File: src/rtl/fifo_pop_pkg.sv
// Shared types and constants for the FIFO pop stream stage and its sequence checker.
package fifo_pop_pkg;

    typedef logic [1:0] state_t;

    localparam state_t ST_EMPTY = 2'd0;
    localparam state_t ST_ONE   = 2'd1;
    localparam state_t ST_FULL  = 2'd2;

    localparam int unsigned     ERR_CNT_W   = 16;
    localparam logic [15:0]     ERR_CNT_MAX = 16'hFFFF;

endpackage

File: src/rtl/fifo_pop_seq_check.sv
// Incrementing-sequence checker: compares each accepted word against a free-running
// expected value and keeps a saturating mismatch count plus a sticky flag.
module fifo_pop_seq_check
    import fifo_pop_pkg::*;
#(
    parameter int unsigned            DATA_WIDTH = 32,
    parameter logic [DATA_WIDTH-1:0]  SEQ_INIT   = '0
) (
    input  logic                  CLK,
    input  logic                  nRST,
    input  logic                  take,
    input  logic [DATA_WIDTH-1:0] data,
    output logic [ERR_CNT_W-1:0]  ERR_CNT,
    output logic                  ERR_FLAG
);

    logic [DATA_WIDTH-1:0] expected_q, expected_d;
    logic [ERR_CNT_W-1:0]  err_cnt_q, err_cnt_d;
    logic                  err_flag_q, err_flag_d;
    logic                  mismatch_c;

    assign mismatch_c = take && (data != expected_q);

    // Expected value advances on every take and is never resynchronised to the data.
    always_comb begin
        expected_d = expected_q;
        err_cnt_d  = err_cnt_q;
        err_flag_d = err_flag_q;
        if (take) begin
            expected_d = expected_q + DATA_WIDTH'(1);
        end
        if (mismatch_c) begin
            err_flag_d = 1'b1;
            if (err_cnt_q != ERR_CNT_MAX) begin
                err_cnt_d = err_cnt_q + ERR_CNT_W'(1);
            end
        end
    end

    always_ff @(posedge CLK) begin
        if (!nRST) begin
            expected_q <= SEQ_INIT;
            err_cnt_q  <= '0;
            err_flag_q <= 1'b0;
        end else begin
            expected_q <= expected_d;
            err_cnt_q  <= err_cnt_d;
            err_flag_q <= err_flag_d;
        end
    end

    assign ERR_CNT  = err_cnt_q;
    assign ERR_FLAG = err_flag_q;

endmodule

File: src/rtl/fifo_pop_stream.sv
// Read-side consumer for a first-word-fall-through FIFO: pops into a 2-entry skid buffer
// and presents a valid/ready stream. Optional checker enabled by FIFO_POP_SEQ_CHECK_EN.
module fifo_pop_stream
    import fifo_pop_pkg::*;
#(
    parameter int unsigned            DATA_WIDTH = 32,
    parameter logic [DATA_WIDTH-1:0]  SEQ_INIT   = '0
) (
    input  logic                  CLK,
    input  logic                  nRST,
    input  logic                  F_EMPTY,
    input  logic [DATA_WIDTH-1:0] F_DATA,
    output logic                  F_nEN,
    output logic                  O_VALID,
    input  logic                  O_READY,
    output logic [DATA_WIDTH-1:0] O_DATA,
    output logic [31:0]           XFER_CNT,
    output logic [ERR_CNT_W-1:0]  ERR_CNT,
    output logic                  ERR_FLAG
);

    state_t                state_q, state_d;
    logic [DATA_WIDTH-1:0] head_q, head_d;
    logic [DATA_WIDTH-1:0] skid_q, skid_d;
    logic [31:0]           xfer_cnt_q, xfer_cnt_d;
    logic                  push_c;
    logic                  take_c;

    // Pop decision never depends on O_READY, so the FIFO side has no ready-to-enable path.
    assign push_c  = !F_EMPTY && (state_q != ST_FULL) && nRST;
    assign take_c  = O_VALID && O_READY;
    assign F_nEN   = !push_c;
    assign O_VALID = (state_q != ST_EMPTY);

    always_comb begin
        state_d    = state_q;
        head_d     = head_q;
        skid_d     = skid_q;
        xfer_cnt_d = xfer_cnt_q;
        if (take_c) begin
            xfer_cnt_d = xfer_cnt_q + 32'(1);
        end
        case (state_q)
            ST_EMPTY: begin
                if (push_c) begin
                    state_d = ST_ONE;
                    head_d  = F_DATA;
                end
            end
            ST_ONE: begin
                if (push_c && !take_c) begin
                    state_d = ST_FULL;
                    skid_d  = F_DATA;
                end else if (push_c && take_c) begin
                    head_d  = F_DATA;
                end else if (take_c) begin
                    state_d = ST_EMPTY;
                end
            end
            ST_FULL: begin
                if (take_c) begin
                    state_d = ST_ONE;
                    head_d  = skid_q;
                end
            end
            default: begin
                state_d = ST_EMPTY;
            end
        endcase
    end

    always_ff @(posedge CLK) begin
        if (!nRST) begin
            state_q    <= ST_EMPTY;
            head_q     <= '0;
            skid_q     <= '0;
            xfer_cnt_q <= '0;
        end else begin
            state_q    <= state_d;
            head_q     <= head_d;
            skid_q     <= skid_d;
            xfer_cnt_q <= xfer_cnt_d;
        end
    end

    assign O_DATA   = head_q;
    assign XFER_CNT = xfer_cnt_q;

`ifdef FIFO_POP_SEQ_CHECK_EN
    fifo_pop_seq_check #(
        .DATA_WIDTH (DATA_WIDTH),
        .SEQ_INIT   (SEQ_INIT)
    ) u_seq_check (
        .CLK      (CLK),
        .nRST     (nRST),
        .take     (take_c),
        .data     (head_q),
        .ERR_CNT  (ERR_CNT),
        .ERR_FLAG (ERR_FLAG)
    );
`else
    logic [DATA_WIDTH-1:0] seq_init_unused;
    assign seq_init_unused = SEQ_INIT;
    assign ERR_CNT  = '0;
    assign ERR_FLAG = 1'b0;
`endif

endmodule

File: config.mk
export PLATFORM = sky130hd
export DESIGN_NAME = fifo_pop_stream
export DESIGN_NICKNAME = d
export VERILOG_FILES = /design/src/rtl/fifo_pop_pkg.sv /design/src/rtl/fifo_pop_seq_check.sv /design/src/rtl/fifo_pop_stream.sv
export SDC_FILE = /design/constraint.sdc
export NUM_CORES = 1
export LEC_CHECK = 0
export BUFFER_PORTS_ARGS = -buffer_cell sky130_fd_sc_hd__buf_2
export CAP_MARGIN = 20
export CELL_PAD_IN_SITES_DETAIL_PLACEMENT = 1
export CELL_PAD_IN_SITES_GLOBAL_PLACEMENT = 1
export CORE_ASPECT_RATIO = 0.5
export CORE_MARGIN = 5
export CORE_UTILIZATION = 38
export DETAILED_ROUTE_END_ITERATION = 12
export GPL_ROUTABILITY_DRIVEN = 0
export PLACE_DENSITY = 0.8
export SLEW_MARGIN = 20
export SYNTH_ARGS = -nofsm -noshare
export SYNTH_HDL_FRONTEND = slang
export SYNTH_HIERARCHICAL = 1
export SYNTH_SLANG_ARGS = --single-unit
File: constraint.sdc
create_clock -name CLK -period 2.4 [get_ports CLK]
set_input_delay 0.24 -clock CLK [delete_from_list [all_inputs] [get_ports CLK]]
set_output_delay 0.24 -clock CLK [all_outputs]
set_load 0.005 [all_outputs]
==> results_dict.tcl <==
set metrics [dict create \
    grt_antenna_before_repair 0 \
    critical_path_buf_inv_count 0 \
    post_route_cells_drive_above_1_share_pct 23.4 \
    hold_path_startpoint "F_DATA[17]" \
    drc_errors 0 \
    timing.critical_path.from_type "flop" \
    cp_common_cell "sky130_fd_sc_hd__or4_1" \
    place.detailed.hpwl_um 8320 \
    grt_first_pass_wirelength_um 20300 \
    postPlaceCellArea_um2 4960 \
    clkSlewWorstSetupHoldPaths_ns 0.07 \
    slowest_delay_ns 0.75 \
    worst-r2r-cell-count 4 \
    grt_start_max_net_pins 35 \
    critical_path.slowest_cell "sky130_fd_sc_hd__or4_1" \
    clock-skew-final_ns 0.00785 \
    netlist_area_um2 4380 \
    postCtsSetupBuffers 0 \
    synth-seq-cells 98 \
    worst-slew-pin-transition_ns 0.595 \
    layout_worst_path_cycle_share_pct 90.5 \
    postRouteAntennaNets 0 \
    worst-path-max-fanout 11 \
    layout.cells.most_common_list "101 x sky130_fd_sc_hd__buf_2, 98 x sky130_fd_sc_hd__dfxtp_1, 84 x sky130_fd_sc_hd__nand2_1" \
    outcome "completed" \
    global_route_overflow 0 \
    layout_min_cycle_time_ns 2.17 \
    synthXorXnorAreaFrac_pct 2.20 \
    via_per_inst 5.28 \
    cts_resized 0 \
    worst_hold_slack_across_all_endpoints_ns 0.137 \
    worstPathRequired_ns 2.67 \
    vias_in_the_first_global_route 4123 \
    synth_compound_area_share_pct 14.7 \
    power_leakage_nw 2.26 \
    crit_arrival_ns 2.44 \
    tritoncts_clock_tree "done" \
    ctsHoldBuffers 0 \
    clk-insertion-delay-late_ns 0.34 \
    num-nets-final 626 \
    rows 27 \
    place_inst 723 \
    report.final.hold_viol_count 0 \
    power_per_cell_area_nw_per_um2 678 \
    maximum_operating_frequency_ghz 0.460 \
    hold_path_depth 3 \
    synth_ff_type "sky130_fd_sc_hd__dfxtp_1" \
    setup.worst_path.start "XFER_CNT[4]$_SDFFE_PN0P_" \
    stdcell_area_um2 5260 \
    kind_of_cell_with_the_highest_combined_delay_on_the_critical_path "simple AND/OR/NAND/NOR gates" \
    fp.coreArea_um2 11100 \
    yosys_warnings 6 \
    worstPathCellList "nand4_1 -> or4_1 -> or4_1 -> a21oi_1" \
    setup_violating_endpoint_count_in_the_final_report 0 \
    die-area_um2 13900 \
    hp-class "in2reg" \
    post_synth_fa_ha_maj_area_fraction_pct 0.285 \
    drt_first_iter_violations 146 \
    most_common_cell_after_layout_fill_and_taps_aside "sky130_fd_sc_hd__buf_2" \
    synthesis.area_per_instance_um2 8.63 \
    fin_setup_tns_ns 0 \
    ir_drop_v 0.000415 \
    drt-pass1-iter-count 4 \
    dominant_combinational_cell_family_by_area_after_synthesis "simple AND/OR/NAND/NOR gates" \
    post_synth_main_area_contributors "sky130_fd_sc_hd__dfxtp_1 45%, sky130_fd_sc_hd__mux2i_1 8.7%, sky130_fd_sc_hd__nand2_1 7.2%" \
    synth_area_leader_cell "sky130_fd_sc_hd__dfxtp_1" \
    mux_share_of_post_synthesis_cell_area_pct 8.68 \
    finish.cell_count_without_fillers 739 \
    route.final.wire_length_um 12200 \
    yosys.cell_types.count 44 \
    worstSetupPathType "reg2reg" \
    ys_seq_area_share_pct 44.8 \
    floorplan.initialDensity_pct 39.3 \
    die_height_um 85.9 \
    grt_usage_pct 17.6 \
    cts_made_buffers 9 \
    cp_num_cells 4 \
    post-synth-top-area-fraction_pct 44.8 \
    dieWidth_um 162 \
    cts_root_buf "sky130_fd_sc_hd__clkbuf_16" \
    number_of_h_tree_branching_levels 3 \
    share_of_flip_flops_with_an_asynchronous_set_or_reset_after_synthesis_pct 0 \
    ioPinCount 119 \
    diodes 0 \
    yosys.area_share.simple_pct 21.8 \
    drv_slew 0 \
    end_kind "flop" \
    synthCells 508 \
    sink_count 98 \
    portBuffers 101 \
    maximum_clock_insertion_buffer_count 2 \
    vias 3905 \
    area_growth_pct 20.1 \
    wire_per_inst_um 16.5 \
    launching_point_of_the_worst_reg2reg_path "XFER_CNT[4]$_SDFFE_PN0P_" \
    edff_count_synth 0 \
    drv_cap 0 \
    grt_setup_unrepaired "false" \
    maxSlewHeadroom_pct 60.0 \
]
==> per-stage QoR <==
step	worst slack [ns]	util [%]	power, W
3_5_place_dp	0.271	44.5	0.00213
6_report	0.228	47.2	0.00357
4_1_cts	0.219	47.2	0.00362
3_3_place_gp	0.358	44.5	0.00212
5_1_grt	0.106	47.2	0.00372
2_1_floorplan	0.446	-	0.00199
==> report_power, final <==
| group | internal [W] | switching [W] |
|---|---|---|
| Clock | 0.000818 | 0.000657 |
| Sequential | 0.00169 | 0.0000397 |
| Combinational | 0.000160 | 0.000202 |
| Total | 0.00267 | 0.000898 |
==> registers in the layout (all words and copies together), names as in the netlist <==
register,count
O_DATA,32
state_q,2
XFER_CNT,32
skid_q,32
==> tightest hold or removal path, cell delays in order <==
cell,delay [ns]
sky130_fd_sc_hd__buf_2,0.10
sky130_fd_sc_hd__nand2_1,0.05
sky130_fd_sc_hd__a21oi_1,0.05
==> routing by layer <==
metal	vias up	global-route usage (%)	wire length [um]
met5	-	0	0
met4	0	5.07	172
met3	15	3.36	415
met2	68	32.9	6110
met1	1895	20.7	5490
li1	1927	-	-
==> cell usage after synthesis (9+ instances only) <==
cell                       number
sky130_fd_sc_hd__a211oi_1      33
sky130_fd_sc_hd__a21oi_1       48
sky130_fd_sc_hd__buf_4         17
sky130_fd_sc_hd__clkbuf_1      31
sky130_fd_sc_hd__dfxtp_1       98
sky130_fd_sc_hd__mux2i_1       38
sky130_fd_sc_hd__nand2_1       84
sky130_fd_sc_hd__nand4_1        9
sky130_fd_sc_hd__nor2_1        13
sky130_fd_sc_hd__nor3_1        34
sky130_fd_sc_hd__o31ai_1       10
sky130_fd_sc_hd__or4_1         11
==> path summary, 6_finish.rpt <==
| check | slack (ns) | endpoint |
|---|---|---|
| max | 0.23 | XFER_CNT[27]$_SDFFE_PN0P_ |
| max reg2reg | 0.23 | XFER_CNT[27]$_SDFFE_PN0P_ |
| min | 0.14 | skid_q[17]$_SDFFE_PN0P_ |
| min reg2reg | 0.46 | skid_q[6]$_SDFFE_PN0P_ |
==> cell type report <==
| class | count | area [um2] |
|---|---|---|
| clock inverter | 7 | 76.3 |
| sequential | 98 | 1960 |
| clock buffer | 9 | 225 |
| timing repair buffer | 114 | 641 |
| multi-input combinational | 360 | 2150 |
| inverter | 6 | 22.5 |
| fill | 1375 | 5890 |
| tap | 145 | 181 |
==> cells by family (layout without fill, tap and decap cells) <==
kind of cell	after synthesis	count (layout)
AOI/OAI and AO/OA	102	102
xor gates and xnor gates	11	11
adders and majority gates	1	1
buffers and inverters	66	136
DFF	98	98
muxes	38	38
other	1	17
and+or+nand+nor	191	191
(Power assumes the default switching activity.)
